[config.mk]
export PLATFORM = sky130hd
export DESIGN_NAME = wb_arbiter2_flat
export DESIGN_NICKNAME = d
export VERILOG_FILES = /design/src/rtl/wb_arbiter2_pkg.sv /design/src/rtl/wb_arbiter2_if.sv /design/src/rtl/wb_arbiter2_watchdog.sv /design/src/rtl/wb_arbiter2.sv /design/src/flat_wrapper.sv
export SDC_FILE = /design/constraint.sdc
export NUM_CORES = 1
export LEC_CHECK = 0
export BUFFER_PORTS_ARGS = -buffer_cell sky130_fd_sc_hd__buf_2
export CAP_MARGIN = 10
export CORE_AREA = 3 3 122 124
export CTS_CLUSTER_DIAMETER = 120
export DETAILED_ROUTE_END_ITERATION = 16
export DIE_AREA = 0 0 125 127
export SKIP_LAST_GASP = 1
export SYNTH_ARGS = -nofsm -noshare
export SYNTH_HDL_FRONTEND = slang
export SYNTH_HIERARCHICAL = 1
export SYNTH_SLANG_ARGS = --single-unit
export TNS_END_PERCENT = 1
[constraint.sdc]
create_clock -name clk -period 6 [get_ports clk]
set_clock_uncertainty 0.1 [all_clocks]
set_input_delay 0.6 -clock clk [delete_from_list [all_inputs] [get_ports clk]]
set_output_delay 0.6 -clock clk [all_outputs]
set_load 0.02 [all_outputs]
[src/rtl/wb_arbiter2_pkg.sv]
// Shared definitions for the two-master Wishbone B4 console arbiter.
package wb_arbiter2_pkg;

  localparam int WB_ADDR_W = 32;
  localparam int WB_DAT_W  = 32;

  typedef enum logic [1:0] {
    IDLE  = 2'd0,
    GNT0  = 2'd1,
    GNT1  = 2'd2,
    ABORT = 2'd3
  } arb_state_t;

  // One byte-select bit per byte lane of the data bus.
  function automatic int sel_w(input int dat_w);
    return (dat_w + 7) / 8;
  endfunction

endpackage

[src/rtl/wb_arbiter2_if.sv]
// Wishbone B4 classic bus bundle; master drives the request, slave drives the response.
interface wb_arbiter2_if
  import wb_arbiter2_pkg::*;
#(
  parameter int ADDR_W = WB_ADDR_W,
  parameter int DAT_W  = WB_DAT_W
) ();

  localparam int SEL_W = sel_w(DAT_W);

  logic              cyc;
  logic              stb;
  logic              we;
  logic [ADDR_W-1:0] adr;
  logic [DAT_W-1:0]  dat_w;
  logic [SEL_W-1:0]  sel;
  logic              ack;
  logic              err;
  logic [DAT_W-1:0]  dat_r;

  modport master (output cyc, stb, we, adr, dat_w, sel, input ack, err, dat_r);
  modport slave  (input cyc, stb, we, adr, dat_w, sel, output ack, err, dat_r);

endinterface

[src/rtl/wb_arbiter2_watchdog.sv]
// Saturating stall counter; flags the edge on which a granted transfer runs out of patience.
module wb_watchdog #(
  parameter int TIMEOUT = 255
) (
  input  logic clk,
  input  logic rst,
  input  logic clear,
  input  logic tick,
  output logic expired
);

  localparam int CW = (TIMEOUT < 1) ? 1 : $clog2(TIMEOUT + 1);
  localparam logic [CW-1:0] LIMIT = CW'(TIMEOUT);

  logic [CW-1:0] cnt, cnt_nxt;

  always_comb begin
    cnt_nxt = cnt;
    if (clear)
      cnt_nxt = '0;
    else if (tick && cnt != LIMIT)
      cnt_nxt = cnt + CW'(1);
  end

  // Looks at the next count so the FSM aborts on the same edge the count lands on TIMEOUT.
  assign expired = (cnt_nxt == LIMIT);

  always_ff @(posedge clk) begin
    if (rst) cnt <= '0;
    else     cnt <= cnt_nxt;
  end

endmodule

[src/rtl/wb_arbiter2.sv]
// Round-robin arbiter giving two Wishbone masters locked access to one console slave, with stall abort.
module wb_arbiter2
  import wb_arbiter2_pkg::*;
#(
  parameter int TIMEOUT = 255,
  parameter int ADDR_W  = WB_ADDR_W,
  parameter int DAT_W   = WB_DAT_W
) (
  input  logic                clk,
  input  logic                rst,
  wb_arbiter2_if.slave        m0,
  wb_arbiter2_if.slave        m1,
  wb_arbiter2_if.master       s,
  output logic [1:0]          grant
);

  localparam int SEL_W = sel_w(DAT_W);

  arb_state_t        state;
  logic [1:0]        grant_q;
  logic              last_owner;
  logic              own0, own1, own, abort0, abort1;
  logic              tick, expired;
  logic [ADDR_W-1:0] adr_mux;
  logic [DAT_W-1:0]  dat_mux;
  logic [SEL_W-1:0]  sel_mux;

  // Reset gates every path so the slave sees CYC drop in the reset cycle itself.
  assign own0   = !rst && (state == GNT0);
  assign own1   = !rst && (state == GNT1);
  assign own    = own0 | own1;
  assign abort0 = !rst && (state == ABORT) && !last_owner;
  assign abort1 = !rst && (state == ABORT) &&  last_owner;
  assign grant  = rst ? 2'b00 : grant_q;

  assign adr_mux = own1 ? m1.adr   : m0.adr;
  assign dat_mux = own1 ? m1.dat_w : m0.dat_w;
  assign sel_mux = own1 ? m1.sel   : m0.sel;

  assign s.cyc   = (own0 & m0.cyc) | (own1 & m1.cyc);
  assign s.stb   = (own0 & m0.stb) | (own1 & m1.stb);
  assign s.we    = (own0 & m0.we)  | (own1 & m1.we);
  assign s.adr   = own ? adr_mux : '0;
  assign s.dat_w = own ? dat_mux : '0;
  assign s.sel   = own ? sel_mux : '0;

  assign m0.ack   = own0 & s.ack;
  assign m0.err   = (own0 & s.err) | abort0;
  assign m0.dat_r = own0 ? s.dat_r : '0;
  assign m1.ack   = own1 & s.ack;
  assign m1.err   = (own1 & s.err) | abort1;
  assign m1.dat_r = own1 ? s.dat_r : '0;

  // A cycle counts as a stall only while the owner strobes and the slave stays silent.
  assign tick = s.stb & ~s.ack & ~s.err;

  wb_watchdog #(.TIMEOUT(TIMEOUT)) u_wdog (
    .clk     (clk),
    .rst     (rst),
    .clear   (~tick),
    .tick    (tick),
    .expired (expired)
  );

  always_ff @(posedge clk) begin
    if (rst) begin
      state      <= IDLE;
      grant_q    <= 2'b00;
      last_owner <= 1'b1;
    end else begin
      case (state)
        IDLE: begin
          if (m0.cyc && (!m1.cyc || last_owner)) begin
            state      <= GNT0;
            grant_q    <= 2'b01;
            last_owner <= 1'b0;
          end else if (m1.cyc) begin
            state      <= GNT1;
            grant_q    <= 2'b10;
            last_owner <= 1'b1;
          end
        end
        GNT0: begin
          if (!m0.cyc || expired) begin
            state   <= m0.cyc ? ABORT : IDLE;
            grant_q <= 2'b00;
          end
        end
        GNT1: begin
          if (!m1.cyc || expired) begin
            state   <= m1.cyc ? ABORT : IDLE;
            grant_q <= 2'b00;
          end
        end
        ABORT: begin
          state   <= IDLE;
          grant_q <= 2'b00;
        end
        default: begin
          state   <= IDLE;
          grant_q <= 2'b00;
        end
      endcase
    end
  end

endmodule

[src/flat_wrapper.sv]
// flat-port wrapper written by rule: the top's interface ports become plain ports
module wb_arbiter2_flat import wb_arbiter2_pkg::*;
#(
  parameter int TIMEOUT = 255,
  parameter int ADDR_W  = WB_ADDR_W,
  parameter int DAT_W   = WB_DAT_W
)
  (clk, rst, grant, m0_cyc, m0_stb, m0_we, m0_adr, m0_dat_w, m0_sel, m0_ack, m0_err, m0_dat_r, m1_cyc, m1_stb, m1_we, m1_adr, m1_dat_w, m1_sel, m1_ack, m1_err, m1_dat_r, s_cyc, s_stb, s_we, s_adr, s_dat_w, s_sel, s_ack, s_err, s_dat_r);
  wb_arbiter2_if #(.ADDR_W(ADDR_W), .DAT_W(DAT_W)) m0_i ();
  wb_arbiter2_if #(.ADDR_W(ADDR_W), .DAT_W(DAT_W)) m1_i ();
  wb_arbiter2_if #(.ADDR_W(ADDR_W), .DAT_W(DAT_W)) s_i ();
  input  logic clk;
  input  logic rst;
  output logic [1:0] grant;
  input wire logic [$bits(m0_i.cyc)-1:0] m0_cyc;
  input wire logic [$bits(m0_i.stb)-1:0] m0_stb;
  input wire logic [$bits(m0_i.we)-1:0] m0_we;
  input wire logic [$bits(m0_i.adr)-1:0] m0_adr;
  input wire logic [$bits(m0_i.dat_w)-1:0] m0_dat_w;
  input wire logic [$bits(m0_i.sel)-1:0] m0_sel;
  output wire logic [$bits(m0_i.ack)-1:0] m0_ack;
  output wire logic [$bits(m0_i.err)-1:0] m0_err;
  output wire logic [$bits(m0_i.dat_r)-1:0] m0_dat_r;
  input wire logic [$bits(m1_i.cyc)-1:0] m1_cyc;
  input wire logic [$bits(m1_i.stb)-1:0] m1_stb;
  input wire logic [$bits(m1_i.we)-1:0] m1_we;
  input wire logic [$bits(m1_i.adr)-1:0] m1_adr;
  input wire logic [$bits(m1_i.dat_w)-1:0] m1_dat_w;
  input wire logic [$bits(m1_i.sel)-1:0] m1_sel;
  output wire logic [$bits(m1_i.ack)-1:0] m1_ack;
  output wire logic [$bits(m1_i.err)-1:0] m1_err;
  output wire logic [$bits(m1_i.dat_r)-1:0] m1_dat_r;
  output wire logic [$bits(s_i.cyc)-1:0] s_cyc;
  output wire logic [$bits(s_i.stb)-1:0] s_stb;
  output wire logic [$bits(s_i.we)-1:0] s_we;
  output wire logic [$bits(s_i.adr)-1:0] s_adr;
  output wire logic [$bits(s_i.dat_w)-1:0] s_dat_w;
  output wire logic [$bits(s_i.sel)-1:0] s_sel;
  input wire logic [$bits(s_i.ack)-1:0] s_ack;
  input wire logic [$bits(s_i.err)-1:0] s_err;
  input wire logic [$bits(s_i.dat_r)-1:0] s_dat_r;
  assign m0_i.cyc = m0_cyc;
  assign m0_i.stb = m0_stb;
  assign m0_i.we = m0_we;
  assign m0_i.adr = m0_adr;
  assign m0_i.dat_w = m0_dat_w;
  assign m0_i.sel = m0_sel;
  assign m0_ack = m0_i.ack;
  assign m0_err = m0_i.err;
  assign m0_dat_r = m0_i.dat_r;
  assign m1_i.cyc = m1_cyc;
  assign m1_i.stb = m1_stb;
  assign m1_i.we = m1_we;
  assign m1_i.adr = m1_adr;
  assign m1_i.dat_w = m1_dat_w;
  assign m1_i.sel = m1_sel;
  assign m1_ack = m1_i.ack;
  assign m1_err = m1_i.err;
  assign m1_dat_r = m1_i.dat_r;
  assign s_cyc = s_i.cyc;
  assign s_stb = s_i.stb;
  assign s_we = s_i.we;
  assign s_adr = s_i.adr;
  assign s_dat_w = s_i.dat_w;
  assign s_sel = s_i.sel;
  assign s_i.ack = s_ack;
  assign s_i.err = s_err;
  assign s_i.dat_r = s_dat_r;
  wb_arbiter2 #(.TIMEOUT(TIMEOUT), .ADDR_W(ADDR_W), .DAT_W(DAT_W)) u_core (.clk(clk), .rst(rst), .m0(m0_i), .m1(m1_i), .s(s_i), .grant(grant));
endmodule
Yosys cells after proc, flatten, opt, wreduce, memory -nomap -nowiden
Index checks and enable logic that the tools add are counted.
- flip-flop bits (word level): 13
- output and inout port bits: 141
- $add $sub $neg: 1
- eq/ne operators: 8
- mux-type cells: 23
- bitwise logic cells: 20
- reductions and logical operators: 18
- operator list (operator ; count):
    32-bit 2-to-1 mux ; 6
    2-bit 2-to-1 mux ; 9
    8-bit 2-to-1 mux ; 2
    2-bit one-hot mux with 4 select lines ; 2
    1-bit AND ; 12
    8-bit by 1-bit adder with 8-bit output (second input constant) ; 1
    8-bit == test (second input constant) ; 1
    4-bit 2-to-1 mux ; 2
    8-bit inequality test (second input constant) ; 1
    1-bit logical AND ; 7
    1-bit bitwise OR ; 6
    2-bit == test (second input constant) ; 2
    1-bit logical NOT ; 4
    2-bit inequality test (second input constant) ; 2
    1-bit logical OR ; 3
    3-bit by 2-bit inequality test with 1-bit output (second input constant) ; 1
    3-bit AND reduction ; 1
    2-bit by 1-bit == test with 1-bit output (second input constant) ; 1
    2-bit logical NOT ; 1
    1-bit 2-to-1 mux ; 2
    1-bit NOT ; 2
    2-bit AND reduction ; 1
    2-bit nonzero test ; 1

Depth between registers and ports, before layout
- word-level depth: 13
- depth in mapped cells: 12

Cells and area by module
The synthesis kept the hierarchy.
- by module, submodules not included (module ; instances ; cells an instance ; area an instance (um^2) ; seq. area each (um^2)):
    wb_arbiter2 ; 1 ; 213 ; 1570.3 ; 100.1
    wb_watchdog ; 1 ; 58 ; 495.5 ; 160.2

Worst setup path before layout
Ideal clock, no wire load.
- path type: register to register
- start point: reg u_core.state[1]
- end point: reg u_core.grant_q[1]
- library setup time: 117 ps
- data arrival time: 3249 ps
- setup slack: 2534 ps
- stages on the path, launching flop included: 13
- path buffers: 2
- clock period less this slack: 3466 ps
- cell sequence: dfxtp_1 -> buf_2 -> buf_2 -> nand3b_1 -> a21oi_1 -> and2_1 -> and4_4 -> a31oi_1 -> a2111oi_2 -> nor4b_2 -> nor4bb_1 -> or3_1 -> a32o_1
- longest elaborated chain between the ends: 13
- elaborated cells between the ends (all ways): 22
- RTL lines (element ; line ; RTL):
    start: declaration ; wb_arbiter2.sv:19 ; arb_state_t state;
    start signal: assignment ; wb_arbiter2.sv:85 ; state <= m0.cyc ? ABORT : IDLE;
    start signal: assignment ; wb_arbiter2.sv:91 ; state <= m1.cyc ? ABORT : IDLE;
    2-bit by 1-bit == test with 1-bit output or 2-bit == test (tied branches) ; wb_arbiter2.sv:29, wb_arbiter2.sv:30 ;
    1-bit logical AND, on equally long branches ; wb_arbiter2.sv:29, wb_arbiter2.sv:30 ;
    1-bit AND ; wb_arbiter2.sv:41 ; assign s.stb = (own0 & m0.stb) | (own1 & m1.stb);
    1-bit bitwise OR (*) ; wb_arbiter2.sv:41 ;
    via s_stb ; flat_wrapper.sv:34 ; output wire logic [$bits(s_i.stb)-1:0] s_stb;
    1-bit AND (*) (2 in a row) ; wb_arbiter2.sv:55 ; assign tick = s.stb & ~s.ack & ~s.err;
    via u_core.tick ; wb_arbiter2.sv:23 ; logic tick, expired;
    1-bit logical AND ; wb_arbiter2_watchdog.sv:21 ; else if (tick && cnt != LIMIT)
    8-bit 2-to-1 mux ; wb_arbiter2_watchdog.sv:21 ;
    8-bit 2-to-1 mux (*) ; wb_arbiter2_watchdog.sv:19 ; if (clear)
    8-bit == test (*) ; wb_arbiter2_watchdog.sv:26 ; assign expired = (cnt_nxt == LIMIT);
    via u_core.expired ; wb_arbiter2.sv:23 ;
    1-bit logical OR, on equally long branches ; wb_arbiter2.sv:84, wb_arbiter2.sv:90 ;
    2-bit inequality test (no source line) ; -- ;
    3-bit AND reduction (no source line) (*) ; -- ;
    end signal: assignment ; wb_arbiter2.sv:86 ; grant_q <= 2'b00;
    end signal: assignment ; wb_arbiter2.sv:92 ; grant_q <= 2'b00;
    end signal: assignment ; wb_arbiter2.sv:97 ; grant_q <= 2'b00;
    end: declaration ; wb_arbiter2.sv:20 ; logic [1:0] grant_q;
The timed path passes the listed nets; every way through them passes the cells marked *.
A chain may end at the register's enable or synchronous reset.

Final worst setup path
- start point: reg u_core.state[0]
- end point: out s_dat_w[12]
- longest elaborated chain between the ends: 4
- elaborated cells between the ends (all ways): 7
- RTL lines (element ; line ; RTL):
    2-bit == test or 2-bit by 1-bit == test with 1-bit output (tied branches) ; wb_arbiter2.sv:30, wb_arbiter2.sv:29 ;
    1-bit logical AND, on equally long branches ; wb_arbiter2.sv:30, wb_arbiter2.sv:29 ;
    32-bit 2-to-1 mux or 1-bit bitwise OR (tied branches) ; wb_arbiter2.sv:37, wb_arbiter2.sv:31 ;
    32-bit 2-to-1 mux (*) ; wb_arbiter2.sv:44 ; assign s.dat_w = own ? dat_mux : '0;
    end: declaration ; flat_wrapper.sv:37 ; output wire logic [$bits(s_i.dat_w)-1:0] s_dat_w;
Mark *: on every way between the ends. The rest lies on a longest branch, timed or not.

==> flow_summary.toml <==
[clocking]
max-clock-path-buffers = 2
cts_tree = "yes"
cts_repair_resize_count = 0
cts-htree-levels = 1
clkSlewWorstSetupHoldPaths_ns = 0.04
postCtsSetupBuffers = 0
clock-sinks = 13
clock_latency_ns = 0.24
total_clock_buffers_created_by_cts = 3
ctsHoldBuffers = 0
cts_root_buffer = "clkbuf_16"

[power]
p_leak_nw = 2.361
ir_drop_v = 0.0001393
cellPowerDensity_nw_per_um2 = 229.4
total_power_uw = 884.2

[drt]
dr.pass1.iters = 4
drtIter0Drc = 144
routed_wl_um = 15870
drc = 0
dr_total_vias = 3385
post_drt_via_cell_ratio = 4.525
detail-route-antenna-nets = 0
wire_per_inst_um = 21.22

[synthesis]
synthesis.yosys.warnings = 6
ys_top_cells_by_area = "a22o_1 29%, dfxtp_1 13%, and2_1 10%"
synthCells = 271
postSynthAreaPerCell_sq_um = 7.623
share_of_flip_flops_with_an_asynchronous_set_or_reset = 0
synth.lib_cells_used.distinct = 47
synth-compound-area-share = 0.3834
synth-adder-area-share = 0.006057
synth_edf_count = 0
yosys-mux-area-fraction = 0.009691
netlist.area_leader.share = 0.2925
synth-seq-cells = 13
synth_xor_area_frac = 0.01272
postSynthNetCount = 450
yosys.area.top_type = "a22o_1"
synth_simple_gate_area_frac = 0.3725
mappedNetlistArea_sq_um = 2066
synth_top_family_by_area = "compound AO/OA/AOI/OAI gates"
synth_sequential_area_ratio = 0.1260
synth-main-ff-cell = "dfxtp_1"

[die]
floorplan.rows = 43
die-area_sq_um = 15880
io_pins = 319
start_util = 0.1488
floorplan.die.height_um = 127
dieWidth_um = 125
coreArea_sq_um = 13880

[timing]
holdWs_ns = 0.3739
finalSetupTns_ns = 0
slew_violations = 0
slew-limit-headroom = 0.3852
final_min_period_over_clock_period = 0.6399
rsz_0062_raised_after_global_routing = "no"
setup_viol = 0
hold_violations = 0
achievable-frequency_mhz = 260.4
final_period_minus_worst_setup_slack_ns = 3.840
worst_pin_slew_ns = 0.9200

[grt]
via_count_of_the_first_global_routing_pass = 3168
antenna_violations_before_repair = 2
grt_util_all_layers = 0.1780
grt_pass1_wl_um = 21370
grt_start_max_net_pins = 46
grt_overflow_total = 0

[critical_path]
cp_data_arrival_time_ns = 3.14
worst-path-max-fanout = 38
critical_path.startpoint_type = "flip-flop"
crit_required_ns = 5.30
path_class = "flip-flop to primary output"
timing.critical_path.to_type = "primary output"

[min_path]
timing.hold.worst.class = "flip-flop to flip-flop"

[final_layout]
num_antenna_cells = 0
nets_finish = 748
postLayoutCellArea_sq_um = 3855
layout-drive-gt1-share = 0.5951
post-route-util = 0.2777
syn_to_final_growth_pct = 86.61

[flow_run]
maxCapViolations = 0

[place]
placement.cell_area_sq_um = 3761
gp_routability_congestion = 0.9019
port_buffers = 318
dp_hpwl_um = 13660

[run_status]
outcome = "finished clean"
[stage by stage]
step,std cells,worst slack (ns)
after floorplan,271,2.534
after global routing,748,1.871
final,748,2.160
after detailed placement,743,2.392
after global placement,743,2.474
after CTS,747,2.125
[layer usage]
metal	track usage	up-vias	wire, um
li1	-	1637	-
met1	0.2124	1542	6238
met2	0.2338	185	6145
met3	0.1584	17	3147
met4	0.04528	4	310
met5	0	-	27
[area by class of cell]
type,instances,area [sq um]
Clock buffer,4,78.83
Fill cell,1566,10030
Inverter,5,18.77
Multi-Input combinational cell,223,1635
Sequential cell,13,260.3
Tap cell,180,225.2
Timing Repair Buffer,323,1637
[where the power goes]
part	total [mW]	leakage, nW	switching [mW]	internal, mW
Sequential	0.121	0.106	0.0256	0.0956
Combinational	0.636	2.22	0.403	0.232
Clock	0.128	0.0382	0.0378	0.0897
[sequential cells by signal, summed over array words and instances, names as in the netlist]
signal and count:
u_core/u_wdog/cnt 8, u_core/grant_q 2, u_core/state 2, u_core/last_owner 1
[logic make-up (layout without fill, tap and decap cells)]
group           count (synthesis)  after routing
xor+xnor                        3              3
fa+ha+maj                       1              1
flops                          13             13
buf+inv                        35            332
simple gates                  123            123
mux                             2              2
compound gates                 94             94
[worst max-delay path, stage by stage (launching register included)]
cell	delay (ns)
dfxtp_1	0.75
buf_4	0.38
nand2b_1	0.15
nor2_4	0.71
buf_4	0.46
a22o_1	0.21
buf_2	0.22
[synth_stat cells, drive strengths merged (3+ instances only)]
master and number:
a211oi 4, nand3b 3, nand4 3, nor2 18
o211ai 4, and2 35, a21oi 6, a22o 69
nand2b 3, dfxtp 13, nand2 5, buf 23
inv 5, nor3 3, and3 34, nor4 3
clkbuf 7, nand3 3
[cells in the final DEF, fill, tap and decap left out, types with 2 or more instances in the layout]
cell,instances
a22o_1,69
o21ai_0,2
dfxtp_1,13
nor2b_1,2
nand4_1,2
a211oi_1,3
buf_2,318
nor4_1,3
buf_4,4
clkbuf_16,3
o211ai_1,4
mux2i_1,2
nand3b_1,3
or3_1,2
nand2_1,5
nor2_4,2
xor2_1,2
a21oi_1,6
inv_1,5
nand3_1,3
nor3_1,3
and3_1,34
nor2_1,15
a2bb2oi_1,2
nand2b_1,3
o21bai_1,2
and2_1,34
[path summary, 6_finish.rpt]
kind                                                      from                             end  slack [ns]  cells after the start
worst max-delay path              u_core/state[0]$_SDFFE_PP0P_                     s_dat_w[12]        2.16                      6
worst min-delay path            u_core/grant_q[0]$_SDFFE_PP0P_  u_core/grant_q[0]$_SDFFE_PP0P_        0.37                      2
worst max register to register    u_core/state[0]$_SDFFE_PP0P_  u_core/grant_q[1]$_SDFFE_PP0P_        2.41                     10
worst min register to register  u_core/grant_q[0]$_SDFFE_PP0P_  u_core/grant_q[0]$_SDFFE_PP0P_        0.37                      2
No activity file was read; power rests on OpenSTA's default activity.
